===== src/rtl/nf10_ipif_arbiter.sv =====
// Round-robin arbiter sharing one Bus2IP/IP2Bus register-bank port between NUM_REQ requesters.
// One transaction in flight at a time, with ack timeout and error/data return to the grantee.
module nf10_ipif_arbiter #(
    parameter int unsigned C_S_AXI_DATA_WIDTH = 32,
    parameter int unsigned C_S_AXI_ADDR_WIDTH = 32,
    parameter int unsigned NUM_REQ            = 2,
    parameter int unsigned C_TIMEOUT          = 16
) (
    input  logic                                      S_AXI_ACLK,
    input  logic                                      S_AXI_ARESETN,
    input  logic [NUM_REQ-1:0]                        req_valid,
    output logic [NUM_REQ-1:0]                        req_ready,
    input  logic [NUM_REQ*C_S_AXI_ADDR_WIDTH-1:0]     req_addr,
    input  logic [NUM_REQ-1:0]                        req_rnw,
    input  logic [NUM_REQ*C_S_AXI_DATA_WIDTH-1:0]     req_data,
    input  logic [NUM_REQ*C_S_AXI_DATA_WIDTH/8-1:0]   req_be,
    output logic [NUM_REQ-1:0]                        rsp_valid,
    output logic [C_S_AXI_DATA_WIDTH-1:0]             rsp_data,
    output logic                                      rsp_error,
    output logic                                      Bus2IP_CS,
    output logic [C_S_AXI_ADDR_WIDTH-1:0]             Bus2IP_Addr,
    output logic                                      Bus2IP_RNW,
    output logic [C_S_AXI_DATA_WIDTH-1:0]             Bus2IP_Data,
    output logic [C_S_AXI_DATA_WIDTH/8-1:0]           Bus2IP_BE,
    input  logic [C_S_AXI_DATA_WIDTH-1:0]             IP2Bus_Data,
    input  logic                                      IP2Bus_RdAck,
    input  logic                                      IP2Bus_WrAck,
    input  logic                                      IP2Bus_Error,
    output logic [15:0]                               timeout_cnt
);

    localparam int unsigned DW = C_S_AXI_DATA_WIDTH;
    localparam int unsigned AW = C_S_AXI_ADDR_WIDTH;
    localparam int unsigned BW = C_S_AXI_DATA_WIDTH / 8;
    localparam int unsigned GW = $clog2(NUM_REQ);
    localparam int unsigned TW = $clog2(C_TIMEOUT);

    localparam logic [GW-1:0] LastGrantInit = GW'(NUM_REQ - 1);
    localparam logic [TW-1:0] WaitLast      = TW'(C_TIMEOUT - 1);

    typedef enum logic [1:0] {StIdle, StIssue, StResp} state_e;

    state_e             state_q, state_d;
    logic [GW-1:0]      gnt_q, gnt_d;
    logic [GW-1:0]      last_q, last_d;
    logic [AW-1:0]      addr_q, addr_d;
    logic               rnw_q, rnw_d;
    logic [DW-1:0]      data_q, data_d;
    logic [BW-1:0]      be_q, be_d;
    logic               cs_q, cs_d;
    logic [TW-1:0]      wait_q, wait_d;
    logic [NUM_REQ-1:0] req_ready_q, req_ready_d;
    logic [NUM_REQ-1:0] rsp_valid_q, rsp_valid_d;
    logic [DW-1:0]      rsp_data_q, rsp_data_d;
    logic               rsp_error_q, rsp_error_d;
    logic [15:0]        tmo_cnt_q, tmo_cnt_d;

    logic [AW-1:0] addr_arr [NUM_REQ];
    logic [DW-1:0] data_arr [NUM_REQ];
    logic [BW-1:0] be_arr   [NUM_REQ];

    for (genvar i = 0; i < NUM_REQ; i++) begin : g_unpack
        assign addr_arr[i] = req_addr[i*AW +: AW];
        assign data_arr[i] = req_data[i*DW +: DW];
        assign be_arr[i]   = req_be[i*BW +: BW];
    end

    // Search starts one past the last completed grant so every requester gets a turn.
    logic [GW-1:0] arb_idx;
    logic [GW-1:0] arb_pick;
    logic          arb_found;

    always_comb begin
        arb_idx   = '0;
        arb_pick  = '0;
        arb_found = 1'b0;
        for (int unsigned k = 1; k <= NUM_REQ; k++) begin
            arb_idx = GW'((32'(last_q) + k) % NUM_REQ);
            if (!arb_found && req_valid[arb_idx]) begin
                arb_found = 1'b1;
                arb_pick  = arb_idx;
            end
        end
    end

    logic [NUM_REQ-1:0] pick_oh;
    logic [NUM_REQ-1:0] gnt_oh;
    logic               ack_match;

    assign pick_oh   = {{(NUM_REQ-1){1'b0}}, 1'b1} << arb_pick;
    assign gnt_oh    = {{(NUM_REQ-1){1'b0}}, 1'b1} << gnt_q;
    assign ack_match = rnw_q ? IP2Bus_RdAck : IP2Bus_WrAck;

    always_comb begin
        state_d     = state_q;
        gnt_d       = gnt_q;
        last_d      = last_q;
        addr_d      = addr_q;
        rnw_d       = rnw_q;
        data_d      = data_q;
        be_d        = be_q;
        cs_d        = cs_q;
        wait_d      = wait_q;
        req_ready_d = '0;
        rsp_valid_d = '0;
        rsp_data_d  = rsp_data_q;
        rsp_error_d = rsp_error_q;
        tmo_cnt_d   = tmo_cnt_q;

        unique case (state_q)
            StIdle: begin
                if (|req_valid) begin
                    gnt_d       = arb_pick;
                    req_ready_d = pick_oh;
                    addr_d      = addr_arr[arb_pick];
                    rnw_d       = req_rnw[arb_pick];
                    data_d      = data_arr[arb_pick];
                    be_d        = be_arr[arb_pick];
                    wait_d      = '0;
                    state_d     = StIssue;
                end
            end
            StIssue: begin
                // First ISSUE cycle is the accept cycle; CS rises on the following one.
                if (!cs_q) begin
                    cs_d = 1'b1;
                end else if (ack_match) begin
                    rsp_data_d  = rnw_q ? IP2Bus_Data : '0;
                    rsp_error_d = IP2Bus_Error;
                    rsp_valid_d = gnt_oh;
                    cs_d        = 1'b0;
                    state_d     = StResp;
                end else if (wait_q == WaitLast) begin
                    rsp_data_d  = '0;
                    rsp_error_d = 1'b1;
                    rsp_valid_d = gnt_oh;
                    cs_d        = 1'b0;
                    if (tmo_cnt_q != 16'hFFFF) begin
                        tmo_cnt_d = tmo_cnt_q + 16'd1;
                    end
                    state_d     = StResp;
                end else begin
                    wait_d = wait_q + TW'(1);
                end
            end
            StResp: begin
                last_d  = gnt_q;
                state_d = StIdle;
            end
            default: begin
                state_d = StIdle;
            end
        endcase
    end

    always_ff @(posedge S_AXI_ACLK or negedge S_AXI_ARESETN) begin
        if (!S_AXI_ARESETN) begin
            state_q     <= StIdle;
            gnt_q       <= '0;
            last_q      <= LastGrantInit;
            addr_q      <= '0;
            rnw_q       <= 1'b1;
            data_q      <= '0;
            be_q        <= '0;
            cs_q        <= 1'b0;
            wait_q      <= '0;
            req_ready_q <= '0;
            rsp_valid_q <= '0;
            rsp_data_q  <= '0;
            rsp_error_q <= 1'b0;
            tmo_cnt_q   <= '0;
        end else begin
            state_q     <= state_d;
            gnt_q       <= gnt_d;
            last_q      <= last_d;
            addr_q      <= addr_d;
            rnw_q       <= rnw_d;
            data_q      <= data_d;
            be_q        <= be_d;
            cs_q        <= cs_d;
            wait_q      <= wait_d;
            req_ready_q <= req_ready_d;
            rsp_valid_q <= rsp_valid_d;
            rsp_data_q  <= rsp_data_d;
            rsp_error_q <= rsp_error_d;
            tmo_cnt_q   <= tmo_cnt_d;
        end
    end

    assign req_ready   = req_ready_q;
    assign rsp_valid   = rsp_valid_q;
    assign rsp_data    = rsp_data_q;
    assign rsp_error   = rsp_error_q;
    assign Bus2IP_CS   = cs_q;
    assign Bus2IP_Addr = addr_q;
    assign Bus2IP_RNW  = rnw_q;
    assign Bus2IP_Data = data_q;
    assign Bus2IP_BE   = be_q;
    assign timeout_cnt = tmo_cnt_q;

    a_ready_onehot: assert property (@(posedge S_AXI_ACLK) disable iff (!S_AXI_ARESETN)
        $onehot0(req_ready_q));
    a_rsp_onehot: assert property (@(posedge S_AXI_ACLK) disable iff (!S_AXI_ARESETN)
        $onehot0(rsp_valid_q));
    a_no_cs_with_ready: assert property (@(posedge S_AXI_ACLK) disable iff (!S_AXI_ARESETN)
        !(cs_q && (|req_ready_q)));

endmodule


===== config.mk =====
export PLATFORM = sky130hd
export DESIGN_NAME = nf10_ipif_arbiter
export DESIGN_NICKNAME = d
export VERILOG_FILES = /design/src/rtl/nf10_ipif_arbiter.sv
export SDC_FILE = /design/constraint.sdc
export NUM_CORES = 1
export LEC_CHECK = 0
export CAP_MARGIN = 0
export CORE_ASPECT_RATIO = 0.8
export CORE_MARGIN = 10
export CORE_UTILIZATION = 43
export DETAILED_ROUTE_END_ITERATION = 6
export HOLD_SLACK_MARGIN = 0.03
export PLACE_DENSITY_LB_ADDON = 0.3
export SYNTH_ARGS = -nofsm -noshare
export SYNTH_HDL_FRONTEND = slang
export SYNTH_SLANG_ARGS = --single-unit
export TNS_END_PERCENT = 5

===== constraint.sdc =====
create_clock -name S_AXI_ACLK -period 3.6 [get_ports S_AXI_ACLK]
set_clock_uncertainty 0.2 [all_clocks]
set_input_delay 0.72 -clock S_AXI_ACLK [delete_from_list [all_inputs] [get_ports S_AXI_ACLK]]
set_output_delay 0.72 -clock S_AXI_ACLK [all_outputs]
set_load 0.05 [all_outputs]

-- Word-level counts from Yosys, hierarchy flattened
Index checks and enable logic that the tools add are counted.
- register bits after elaboration: 131
- bits of input ports: 177
- output and inout port bits: 123
- logic and storage cells: 89
- $add $sub $neg: 4
- order comparisons: 4
- equal/unequal tests: 9
- shift-type cells: 2
- mux-type cells: 43
- bitwise gates (word level): 2
- reductions and logical operators: 11
- operators with widths (kind ; number):
    $mux 32 ; 9
    $mux 4 ; 7
    $mux 2 ; 10
    $add 16x1->16 const B ; 1
    $ne 16x16->1 const B ; 1
    $mux 1 ; 15
    $reduce_and 5->1 ; 2
    $ne 2x2->1 const B ; 4
    $pmux 4 s2 ; 1
    $lt 1x2->1 const B ; 3
    $reduce_and 3->1 ; 2
    $add 4x1->4 const B ; 1
    $eq 4x4->1 const B ; 1
    $pmux 2 s2 ; 1
    $reduce_bool 2->1 ; 2
    $shl 1x1->2 const A ; 2
    $ne 3x3->1 const B ; 1
    $add 1x1->1 const B ; 2
    $eq 2x1->1 const B ; 1
    $eq 2x2->1 const B ; 1
    $ge 2x2->1 const B ; 1
    $logic_not 2->1 ; 1
    $not 1->2 ; 1
    $reduce_and 2->1 ; 1
    4 further kinds ; 4

-- Logic depth before layout (Yosys ltp)
- depth in word-level cells: 11
- gate-level depth with buffers: 8

-- Worst setup path after synthesis
No wires, ideal clock.
- path type: reg2reg
- start point: register tmo_cnt_q[4], in the netlist timeout_cnt[4]
- end point: register tmo_cnt_q[1], in the netlist timeout_cnt[1]
- library setup time: 0.125 ns
- arrival: 1.999 ns
- setup slack: 1.276 ns
- stages on the path, launching flop included: 6
- buffers on the path: 0
- path through: dfrtp_1 -> nand4_2 -> or4_4 -> o211ai_4 -> nor2_2 -> mux2_4
- word-level cells in the longest chain between the ends: 2
- ends and longest elaborated chain (what ; line ; text):
    from (decl) ; 56 ; logic [15:0] tmo_cnt_q, tmo_cnt_d;
    from (signal assigned) ; 186 ; tmo_cnt_q <= tmo_cnt_d;
    $ne 16x16->1 ; 138 ; if (tmo_cnt_q != 16'hFFFF) begin
    $reduce_and 5->1 (no source line) ; n/a ;
No other way between the ends.
A chain may end at the register's enable or synchronous reset.

-- Worst setup path after layout
- start point: register rnw_q, in the netlist Bus2IP_RNW
- end point: output port Bus2IP_RNW
- RTL lines (what ; line ; text):
    from (decl) ; 47 ; logic rnw_q, rnw_d;
    from (signal assigned) ; 177 ; rnw_q <= rnw_d;
    to (decl) ; 22 ; output logic Bus2IP_RNW,
No word-level cell between the ends.

==> results.md <==
* Remaining antenna violation count at 0
* Post-synthesis sequential area ratio at between 50% and 60%
* Die Span Y at 123 um
* PortBufs at 299
* IO Count at 300
* CTS tree: built
* F_max at roughly 0.36 GHz
* GR peak layer: met2
* Clock Sinks at ~130
* Clock insertion delay at the later pin of the skew report at approximately 0.41 ns
* Slowest stage delay, CP at 0.86 ns
* Mapped Area at about 5700 um2
* Most used DFF post-synth: dfrtp_1
* Final worst setup slack at around 0.84 ns
* Status: finished, final reports clean
* Cells along the critical path: clkdlybuf4s50_1
* Die W at about 150 um
* Vias in the first global route at approximately 5700
* Initial DRC count at approximately 360
* Site Rows at 37
* Setup Viol. Count Final at 0
* Max-slew violations at 0
* Xor/xnor share of the synthesized area at 2.15%
* Final worst path period need at approximately 2.8 ns
* Met1 global-route usage at approximately a quarter
* Root buffer cell: clkbuf_16
* Post-synth EDFFs at 0
* Critical path's top delay family: buffers and inverters
* Gate Count Post-Synth at 577
* Critical Path RT at 2.68 ns
* Simple-Gate Fraction of Synth Area at 16.8%
* Yosys warnings at 0
* Largest net degree at the start of global routing at 115
* Syn avg cell area at just under 10 um2
* Fin. Hold Viols at 0
* GR Layer Usage met3 at 10.0%
* Pre-CTS setup slack at 0.544 ns
* Max-capacitance violation count at 0
* Total grt overflow at 0
* Vias per cell at just over 5
* Area of the multi-input gates at 2290 um2
* Largest family of logic cells by synthesized area: simple AND/OR/NAND/NOR gates
* Period utilization at between 70% and 80%
* Max-slew headroom at about 60%
* Reg clk slew, reported paths at approximately 0.060 ns
* Synth Area in Compound Gates at 12.5%
* Post-Syn Nets at ~760
* Hpwl dp at 15900 um
* Layout filler cell count at approximately 900
* Peak supply drop at slightly below 0.7 mV
* NumNets Final at roughly 1000
* Seq cells post-synth at about 130
* LEAKAGE at approximately 0.0042 uW
* Least-Margin Pin Slew at about 0.59 ns
* Initial antenna violation count at 0
* DR pass1 iterations at 5
* Crit path buffers/inverters at 1
* HP Class: in -> async
* Global Route Usage Sum at 22.1%
* Layout cell share with drive strength beyond 1 at about 6.5%
* Crit Path Class: reg -> out
* Die Area at around 18000 um2
* Setup TNS at 0 ns
* Worst path slowest cell: clkdlybuf4s50_1
* Inserted Clock Buffers at 17
* Peak fanout along the critical path at 4
* Sequential cell area at about 3300 um2
* Adder-cell share of the synthesized area at less than 1%
* DR DRC count at 0
* Pwr dens at between 900 and 1000 nW/um2
* Placeable Area at 12900 um2
* Nature of the critical path startpoint: flip-flop
* RSZ-0062 raised after global routing: false
* Drt total wl at between 20000 and 25000 um
* Worst Path Arrival at around 1.8 ns
* Initial Util at 44.1%
* Met2 track demand over resource at a little under two fifths
* H-tree depth at 4
* Mean routed wirelength per cell at between 15 and 20 um
* Post-CTS sizing at 0
* Final GP Congestion at 0.840
* Post-CTS Hold Buffers at 0
* Synth-to-layout area growth at 66.2%
* Via count at between 5000 and 6000
* First-pass GRT wire length at roughly 31000 um
* Clock Path Buffers at 2
* Async SR Flop Fraction at between 90% and 100%
* Distinct cells, synth at 42
* Mux contribution to synthesized area at 7.91%
* Nature of the critical path endpoint: output port
* Postcts setup bufs at 0
-- synthesized netlist by cell type, types with 2 or more instances --
master	number	area, um2
and3_1	3	18.8
nand2_1	177	664
clkbuf_1	27	101
o21ai_0	79	395
ha_1	2	25.0
xnor2_1	6	52.6
nor4_1	5	31.3
inv_1	4	15.0
mux2i_1	41	410
nor3_1	4	20.0
buf_2	5	25.0
dfstp_2	2	52.6
nand4_1	4	25.0
a21oi_1	2	10.0
nand3_1	6	30.0
and2_1	3	18.8
o21a_1	2	15.0
buf_1	3	11.3
a21boi_0	2	15.0
a22oi_1	30	225
nor2_1	14	52.6
dfrtp_1	129	3230
xor2_1	8	70.1
-- kinds of logic after synthesis --
group,count (synthesis)
AO/OA/AOI/OAI,120
AND/OR/NAND/NOR,227
adder cells (fa/ha/maj),2
buffers and inverters,39
XOR/XNOR,14
flip-flops,131
multiplexers,44
-- through the flow --
| step | std cells | cell area, um2 | total power [uW] | hold slack [ns] | utilization, % |
|---|---|---|---|---|---|
| 6_report | 1058 | 9470 | 9080 | 0.103 | 73.3 |
| 3_5_place_dp | 1024 | 8880 | 7440 | 0.255 | 68.7 |
| 5_1_grt | 1057 | 9470 | 9540 | 0.124 | 73.3 |
| 2_1_floorplan | 577 | 5700 | 5530 | 0.224 | - |
| 3_3_place_gp | 1024 | 8880 | 7310 | 0.238 | 68.7 |
| 4_1_cts | 1056 | 9450 | 9140 | 0.106 | 73.2 |
-- routing by layer --
metal	vias up	wire length (um)
met1	2542	8040
met3	21	2080
met2	229	10400
met5	-	0
met4	0	323
li1	2561	-
-- cell usage in the layout (no fill, tap or decap), types with 2 or more instances in the layout --
master,count
clkdlybuf4s50_1,298
nand2_1,176
dfrtp_1,129
o21ai_0,79
mux2i_1,41
a22oi_1,30
clkbuf_16,17
nor2_1,13
xor2_1,8
clkinv_2,7
buf_4,7
nand3_1,6
xnor2_1,6
nor4_1,5
inv_1,4
nand4_1,4
nor3_1,4
and2_1,3
and3_1,3
dfstp_2,2
nor2_2,2
nand2_2,2
o21a_1,2
a21oi_1,2
ha_1,2
clkbuf_1,2
bufinv_16,2
clkbuf_8,2
clkinvlp_4,2
buf_12,2
-- state kept, by name (all words and copies together), names as in the netlist --
signal / count
last_q: 1
rsp_error: 1
gnt_q: 1
state_q: 2
Bus2IP_RNW: 1
timeout_cnt: 16
rsp_valid: 2
rsp_data: 32
req_ready: 2
Bus2IP_Data: 32
Bus2IP_BE: 4
Bus2IP_CS: 1
Bus2IP_Addr: 32
wait_q: 4
-- cell type report --
type,count,area share [%]
inverters,4,0.159
flip-flops and latches,131,34.7
multi-input cells,407,24.2
clock inverters,11,1.16
repair buffers,308,32.6
well taps,175,2.31
clock buffers,21,4.86
diodes,1,0.0264
-- power breakdown --
group | internal (uW) | switching (uW) | total [uW]
logic | 1570 | 3360 | 4930
registers | 2110 | 374 | 2480
clock network | 1050 | 626 | 1670
total | 4720 | 4360 | 9080
-- final timing paths --
| kind | from | endpoint | slack [ns] | cells after the start |
|---|---|---|---|---|
| worst max-delay path | Bus2IP_RNW$_DFFE_PN1P_ | Bus2IP_RNW | 0.84 | 1 |
| worst min-delay path | S_AXI_ARESETN | Bus2IP_Addr[25]$_DFFE_PN0P_ | 0.10 | 1 |
| worst max register to register | Bus2IP_RNW$_DFFE_PN1P_ | timeout_cnt[10]$_DFFE_PN0P_ | 1.09 | 5 |
| worst min register to register | gnt_q$_DFFE_PN0P_ | rsp_valid[0]$_DFF_PN0_ | 0.26 | 1 |
| max in group asynchronous | S_AXI_ARESETN | Bus2IP_Addr[2]$_DFFE_PN0P_ | 2.30 | 2 |
| min in group S_AXI_ACLK | gnt_q$_DFFE_PN0P_ | rsp_valid[0]$_DFF_PN0_ | 0.26 | 1 |
(Power assumes the default switching activity.)
